**src/rtl/program_sequencer_pkg.sv**
```systemverilog
// Shared types and constants for the program sequencer: FSM states, opcodes and
// the instruction word layout {opcode[2:0], literal[7:0]}.
package prog_seq_pkg;

  localparam int INSTR_W = 11;

  typedef enum logic [2:0] {
    IDLE,
    WAIT_F,
    DEC,
    EXE,
    DONE
  } state_t;

  localparam logic [2:0] ADD = 3'd0;
  localparam logic [2:0] SUB = 3'd1;
  localparam logic [2:0] AND = 3'd2;
  localparam logic [2:0] OR  = 3'd3;
  localparam logic [2:0] LDA = 3'd4;
  localparam logic [2:0] SHL = 3'd5;
  localparam logic [2:0] SHR = 3'd6;
  localparam logic [2:0] XOR = 3'd7;

  // OR #0 leaves the accumulator untouched, so it is safe to present while idle.
  localparam logic [INSTR_W-1:0] NOP = 11'h300;

  function automatic logic [INSTR_W-1:0] mk_instr(input logic [2:0] op, input logic [7:0] lit);
    return {op, lit};
  endfunction

endpackage

```
**src/rtl/program_sequencer_prog_mem.sv**
```systemverilog
// Program store: DEPTH x DATA_W register file, one synchronous write port and
// one asynchronous read port so the sequencer can register mem[pc] on the fetch edge.
module prog_mem #(
  parameter int DEPTH  = 16,
  parameter int ADDR_W = 4,
  parameter int DATA_W = 11
) (
  input  logic              clk,
  input  logic              we_i,
  input  logic [ADDR_W-1:0] waddr_i,
  input  logic [DATA_W-1:0] wdata_i,
  input  logic [ADDR_W-1:0] raddr_i,
  output logic [DATA_W-1:0] rdata_o
);

  logic [DATA_W-1:0] mem_q [DEPTH];

  always_ff @(posedge clk) begin
    if (we_i) mem_q[waddr_i] <= wdata_i;
  end

  assign rdata_o = mem_q[raddr_i];

endmodule

```
**src/rtl/program_sequencer.sv**
```systemverilog
// Instruction source for the accumulator core: issues mem[pc] on each fetch strobe,
// captures the accumulator/flags produced by the previous instruction, and tracks run status.
module program_sequencer
  import prog_seq_pkg::*;
#(
  parameter int DEPTH  = 16,
  parameter int ADDR_W = 4
) (
  input  logic               clk,
  input  logic               rst_n,
  input  logic               prog_we,
  input  logic [ADDR_W-1:0]  prog_addr,
  input  logic [INSTR_W-1:0] prog_data,
  input  logic [ADDR_W:0]    prog_len,
  input  logic               start,
  input  logic               halt,
  input  logic               fetch_i,
  input  logic [7:0]         acc_i,
  input  logic [3:0]         flags_i,
  output logic [INSTR_W-1:0] instr_o,
  output logic [ADDR_W:0]    pc_o,
  output logic [7:0]         result_o,
  output logic [3:0]         flags_o,
  output logic [ADDR_W:0]    exec_count,
  output logic               busy,
  output logic               done,
  output logic               sync_err
);

  localparam logic [ADDR_W:0] DEPTH_W = (ADDR_W+1)'(DEPTH);

  state_t             state_q, state_d;
  logic [ADDR_W:0]    pc_q, pc_d;
  logic [ADDR_W:0]    len_q, len_d;
  logic [ADDR_W:0]    exec_q, exec_d;
  logic [INSTR_W-1:0] instr_q, instr_d;
  logic [7:0]         result_q, result_d;
  logic [3:0]         flags_q, flags_d;
  logic               serr_q, serr_d;
  logic [INSTR_W-1:0] mem_rdata;
  logic               mem_we;
  logic [ADDR_W:0]    len_clamped;

  // Loader writes are only honoured while no run is in flight.
  assign mem_we      = prog_we && (state_q == IDLE || state_q == DONE);
  assign len_clamped = (prog_len > DEPTH_W) ? DEPTH_W : prog_len;

  prog_mem #(
    .DEPTH  (DEPTH),
    .ADDR_W (ADDR_W),
    .DATA_W (INSTR_W)
  ) u_prog_mem (
    .clk     (clk),
    .we_i    (mem_we),
    .waddr_i (prog_addr),
    .wdata_i (prog_data),
    .raddr_i (pc_q[ADDR_W-1:0]),
    .rdata_o (mem_rdata)
  );

  always_ff @(posedge clk or negedge rst_n) begin
    if (!rst_n) begin
      state_q  <= IDLE;
      pc_q     <= '0;
      len_q    <= '0;
      exec_q   <= '0;
      instr_q  <= NOP;
      result_q <= '0;
      flags_q  <= '0;
      serr_q   <= 1'b0;
    end else begin
      state_q  <= state_d;
      pc_q     <= pc_d;
      len_q    <= len_d;
      exec_q   <= exec_d;
      instr_q  <= instr_d;
      result_q <= result_d;
      flags_q  <= flags_d;
      serr_q   <= serr_d;
    end
  end

  always_comb begin
    state_d  = state_q;
    pc_d     = pc_q;
    len_d    = len_q;
    exec_d   = exec_q;
    instr_d  = instr_q;
    result_d = result_q;
    flags_d  = flags_q;
    serr_d   = serr_q;
    case (state_q)
      IDLE, DONE: begin
        instr_d = NOP;
        if (start) begin
          state_d = WAIT_F;
          pc_d    = '0;
          exec_d  = '0;
          serr_d  = 1'b0;
          len_d   = len_clamped;
        end
      end
      WAIT_F: begin
        if (fetch_i) begin
          // The core has just finished the previous instruction: its result is on acc_i now.
          if (exec_q < pc_q) begin
            result_d = acc_i;
            flags_d  = flags_i;
            exec_d   = exec_q + 1'b1;
          end
          if (pc_q == len_q || halt) begin
            instr_d = NOP;
            state_d = DONE;
          end else begin
            instr_d = mem_rdata;
            state_d = DEC;
          end
        end
      end
      DEC, EXE: begin
        // A fetch here means the core's phase has slipped relative to ours.
        if (fetch_i) begin
          serr_d  = 1'b1;
          instr_d = NOP;
          state_d = IDLE;
        end else if (state_q == DEC) begin
          pc_d    = pc_q + 1'b1;
          state_d = EXE;
        end else begin
          state_d = WAIT_F;
        end
      end
      default: begin
        instr_d = NOP;
        state_d = IDLE;
      end
    endcase
  end

  assign instr_o    = instr_q;
  assign pc_o       = pc_q;
  assign result_o   = result_q;
  assign flags_o    = flags_q;
  assign exec_count = exec_q;
  assign busy       = (state_q == WAIT_F) || (state_q == DEC) || (state_q == EXE);
  assign done       = (state_q == DONE);
  assign sync_err   = serr_q;

endmodule

```
**config.mk**
```make
export PLATFORM = sky130hd
export DESIGN_NAME = program_sequencer
export DESIGN_NICKNAME = d
export VERILOG_FILES = /design/src/rtl/program_sequencer_pkg.sv /design/src/rtl/program_sequencer_prog_mem.sv /design/src/rtl/program_sequencer.sv
export SDC_FILE = /design/constraint.sdc
export NUM_CORES = 1
export LEC_CHECK = 0
export CAP_MARGIN = 20
export CORE_MARGIN = 3
export CORE_UTILIZATION = 45
export CTS_CLUSTER_SIZE = 30
export DETAILED_ROUTE_END_ITERATION = 8
export GPL_TIMING_DRIVEN = 0
export PLACE_DENSITY_LB_ADDON = 0.12
export SYNTH_ARGS = -nofsm -noshare
export SYNTH_HDL_FRONTEND = slang
export SYNTH_SLANG_ARGS = --single-unit
```
**constraint.sdc**
```tcl
create_clock -name clk -period 3.6 [get_ports clk]
set_clock_uncertainty 0.15 [all_clocks]
set_input_delay 0.54 -clock clk [delete_from_list [all_inputs] [get_ports clk]]
set_output_delay 0.54 -clock clk [all_outputs]
set_load 0.005 [all_outputs]
```
==> key figures <==
Status
  • Status: completed

Place
  • DP Worst Slack: 0.275 ns
  • Placer congestion estimate: 0.797
  • Port-buffer cells: 73
  • Hpwl dp: 12400 um
  • Placed Area: 9840 um2

Route
  • Drt first-iter violations: 366
  • Drt wl/cell: ~22 um
  • Drt first pass iters: 5
  • Vias/cell: 5.48
  • Total number of vias: 4700
  • Number of remaining DRC errors: 0
  • Final WL: around 19000 um
  • ANT nets after route: 0

Synthesis
  • Mapped Cells: roughly 470
  • Distinct cells, synth: 45
  • Flops & latches, synth: 218
  • Synthesized area: 8660 um2
  • Most frequent cell after synthesis: edfxtp_1
  • Seq/Total Area, Yosys: 73.2%
  • Synth async-reset ratio: 19.3%
  • Largest area contributor in the netlist: edfxtp_1
  • Post-synth net total: 513
  • Synthesized area per cell: about 18 um2
  • Most frequent cells after synthesis: edfxtp_1, mux4_2, dfrtp_1
  • Top cells by area, synth: edfxtp_1, dfrtp_1, mux4_2
  • Post-synth EDFFs: 176
  • Share of the synthesized area in the top cell type: 61.1%
  • Ys flop type: edfxtp_1
  • Synth Warn #: 0

Setup path
  • Max stage delay on crit path: 0.53 ns
  • Max FO, Critical Path: 10
  • Critical path class: flip-flop to flip-flop
  • CP cell instances: buf_2 > buf_1 > inv_1 > ha_1 > a21oi_1 > o21ai_0 > a211oi_4 > buf_6 > mux2_2
  • WP buf/inv: 4
  • WP data arrival: 3.56 ns
  • Kind of cell adding the most delay to the critical path: buffers and inverters
  • CP endpoint kind: flip-flop
  • Crit-path slowest cell: dfrtp_1
  • Startpoint Class: flip-flop
  • CP required: 3.84 ns

Clocking
  • TritonCTS clock tree: done
  • Reg clk slew, reported paths: roughly 0.060 ns
  • H-tree depth: 1
  • Sink Count: roughly 220
  • Buffers inserted by post-CTS timing repair: 0
  • Clock Tree Buf Depth: 3
  • Clock root cell: clkbuf_16
  • Post-CTS sizing: 0
  • CTS Hold Buffers Added: 1
  • Worst-Skew Late Latency: 0.50 ns
  • CTS buffer count: 22

Floorplanning
  • FP Rows: 50
  • Placeable Area: 18800 um2
  • Die area: 20900 um2
  • I/O pins: 74
  • Die height: 145 um
  • Die width: between 100 and 150 um
  • Initial Utilization: about 46%

Pwr
  • Worst vdd ir: 0.431 mV
  • Pwr per Cell Area: 634 nW/um2
  • Pleak: 3.67 nW

Finish
  • Diode count: 0
  • Final net count: 626
  • Layout area overhead: 23.2%
  • Share of layout cells above drive strength 1: 21.6%
  • Design Area, Final: 10700 um2

STA
  • Fmax: 301 MHz
  • Final setup margin: around 0.28 ns
  • Final Setup Violations: 0
  • Worst hold slack: 0.349 ns
  • Slew margin rel.: between 20 and 30%
  • Pins Over Slew Limit: 0
  • Final hold vios: 0
  • Slew @ Worst Pin: 1.09 ns
  • Final min period: 3.32 ns
  • RSZ-0062 raised after global routing: no
  • Fin crit share: 92.3%

Min path
  • Min-Delay Path Class: flip-flop to flip-flop

Global routing
  • First-pass GRT wire length: 28000 um
  • Largest net degree at the start of global routing: 28
  • Vias in the first global route: between 4000 and 5000
  • Initial antenna violation count: 0
  • Grt ovf: 0
  • Total Routing Usage GR: 18.2%

Flow run
  • Total of max-cap violations: 0
==> kinds of logic after synthesis <==
group / synth area share [%]
AOI/OAI and AO/OA: 4.91
xor gates and xnor gates: 0.911
adders and majority gates: 0.867
buffers and inverters: 1.39
DFF: 73.2
muxes: 13.4
and+or+nand+nor: 5.31
==> placed cells by master (no fill, tap or decap), types with 4 or more instances in the layout <==
cell	n
nand3b_1	4
a22o_1	13
clkinv_2	4
buf_2	7
clkbuf_1	14
nor2_1	31
clkdlybuf4s50_1	72
nor2b_1	5
nor3_2	4
mux4_2	44
buf_4	4
edfxtp_1	176
ha_1	6
a22oi_1	22
xnor2_1	6
nand2_1	32
buf_6	12
bufinv_16	4
mux2_2	14
clkbuf_16	23
a31oi_1	4
inv_1	5
dfrtp_1	40
==> worst min-delay path, delay by kind of cell, from the launching register on <==
| family | cells | cell delay [ns] |
|---|---|---|
| DFF | 1 | 0.36 |
| and+or+nand+nor | 2 | 0.10 |
==> stage by stage <==
stage / cells / setup TNS (ns) / total power, mW / util, %
finish: 857 / 0 / 6.76 / 56.6
global route: 857 / 0 / 7.08 / 56.6
CTS: 851 / 0 / 6.85 / 56.3
detailed placement: 811 / 0 / 4.45 / 52.2
global placement: 802 / -11.03 / 4.42 / 51.6
floorplan: 469 / 0 / 3.89 / -
==> power by group <==
| part | total, mW | internal, mW | switching (mW) |
|---|---|---|---|
| logic | 1.36 | 0.724 | 0.631 |
| registers | 3.03 | 2.91 | 0.112 |
| clock network | 2.38 | 1.47 | 0.916 |
==> state kept, by name, indices dropped and copies added (netlist names) <==
name / flops
len_q: 5
pc_o: 5
result_o: 8
flags_o: 4
exec_count: 5
state_q: 3
sync_err: 1
instr_o: 11
u_prog_mem.mem_q: 176
==> routing by layer <==
layer	vias to the layer above	part of all wire (%)	GRT usage, %
met2	150	50	30.1
met4	0	1.8	4.22
met3	26	4.9	2.79
met1	2422	44	26.0
li1	2102	-	-
met5	-	0	0
==> final cells by class <==
type | instances | area [um2]
Fill cell | 1432 | 8160
Sequential cell | 218 | 6340
Multi-Input combinational cell | 224 | 2220
Timing Repair Buffer | 89 | 902
Clock buffer | 26 | 597
Tap cell | 260 | 325
Clock inverter | 13 | 166
Buffer | 22 | 101
Inverter | 5 | 18.8
==> final timing paths <==
check                      slack, ns  cells past startpoint                       to                  from
min                             0.35                      2     len_q[0]$_DFFE_PN0P_  len_q[0]$_DFFE_PN0P_
max in group asynchronous       2.43                      3   flags_o[0]$_DFFE_PN0P_                 rst_n
max reg2reg                     0.28                      9  result_o[6]$_DFFE_PN0P_   pc_o[1]$_DFFE_PN0P_
min reg2reg                     0.35                      2     len_q[0]$_DFFE_PN0P_  len_q[0]$_DFFE_PN0P_
max                             0.28                      9  result_o[6]$_DFFE_PN0P_   pc_o[1]$_DFFE_PN0P_
min in group asynchronous       0.37                      2     len_q[1]$_DFFE_PN0P_                 rst_n
Power figures use the tool's default switching activity.
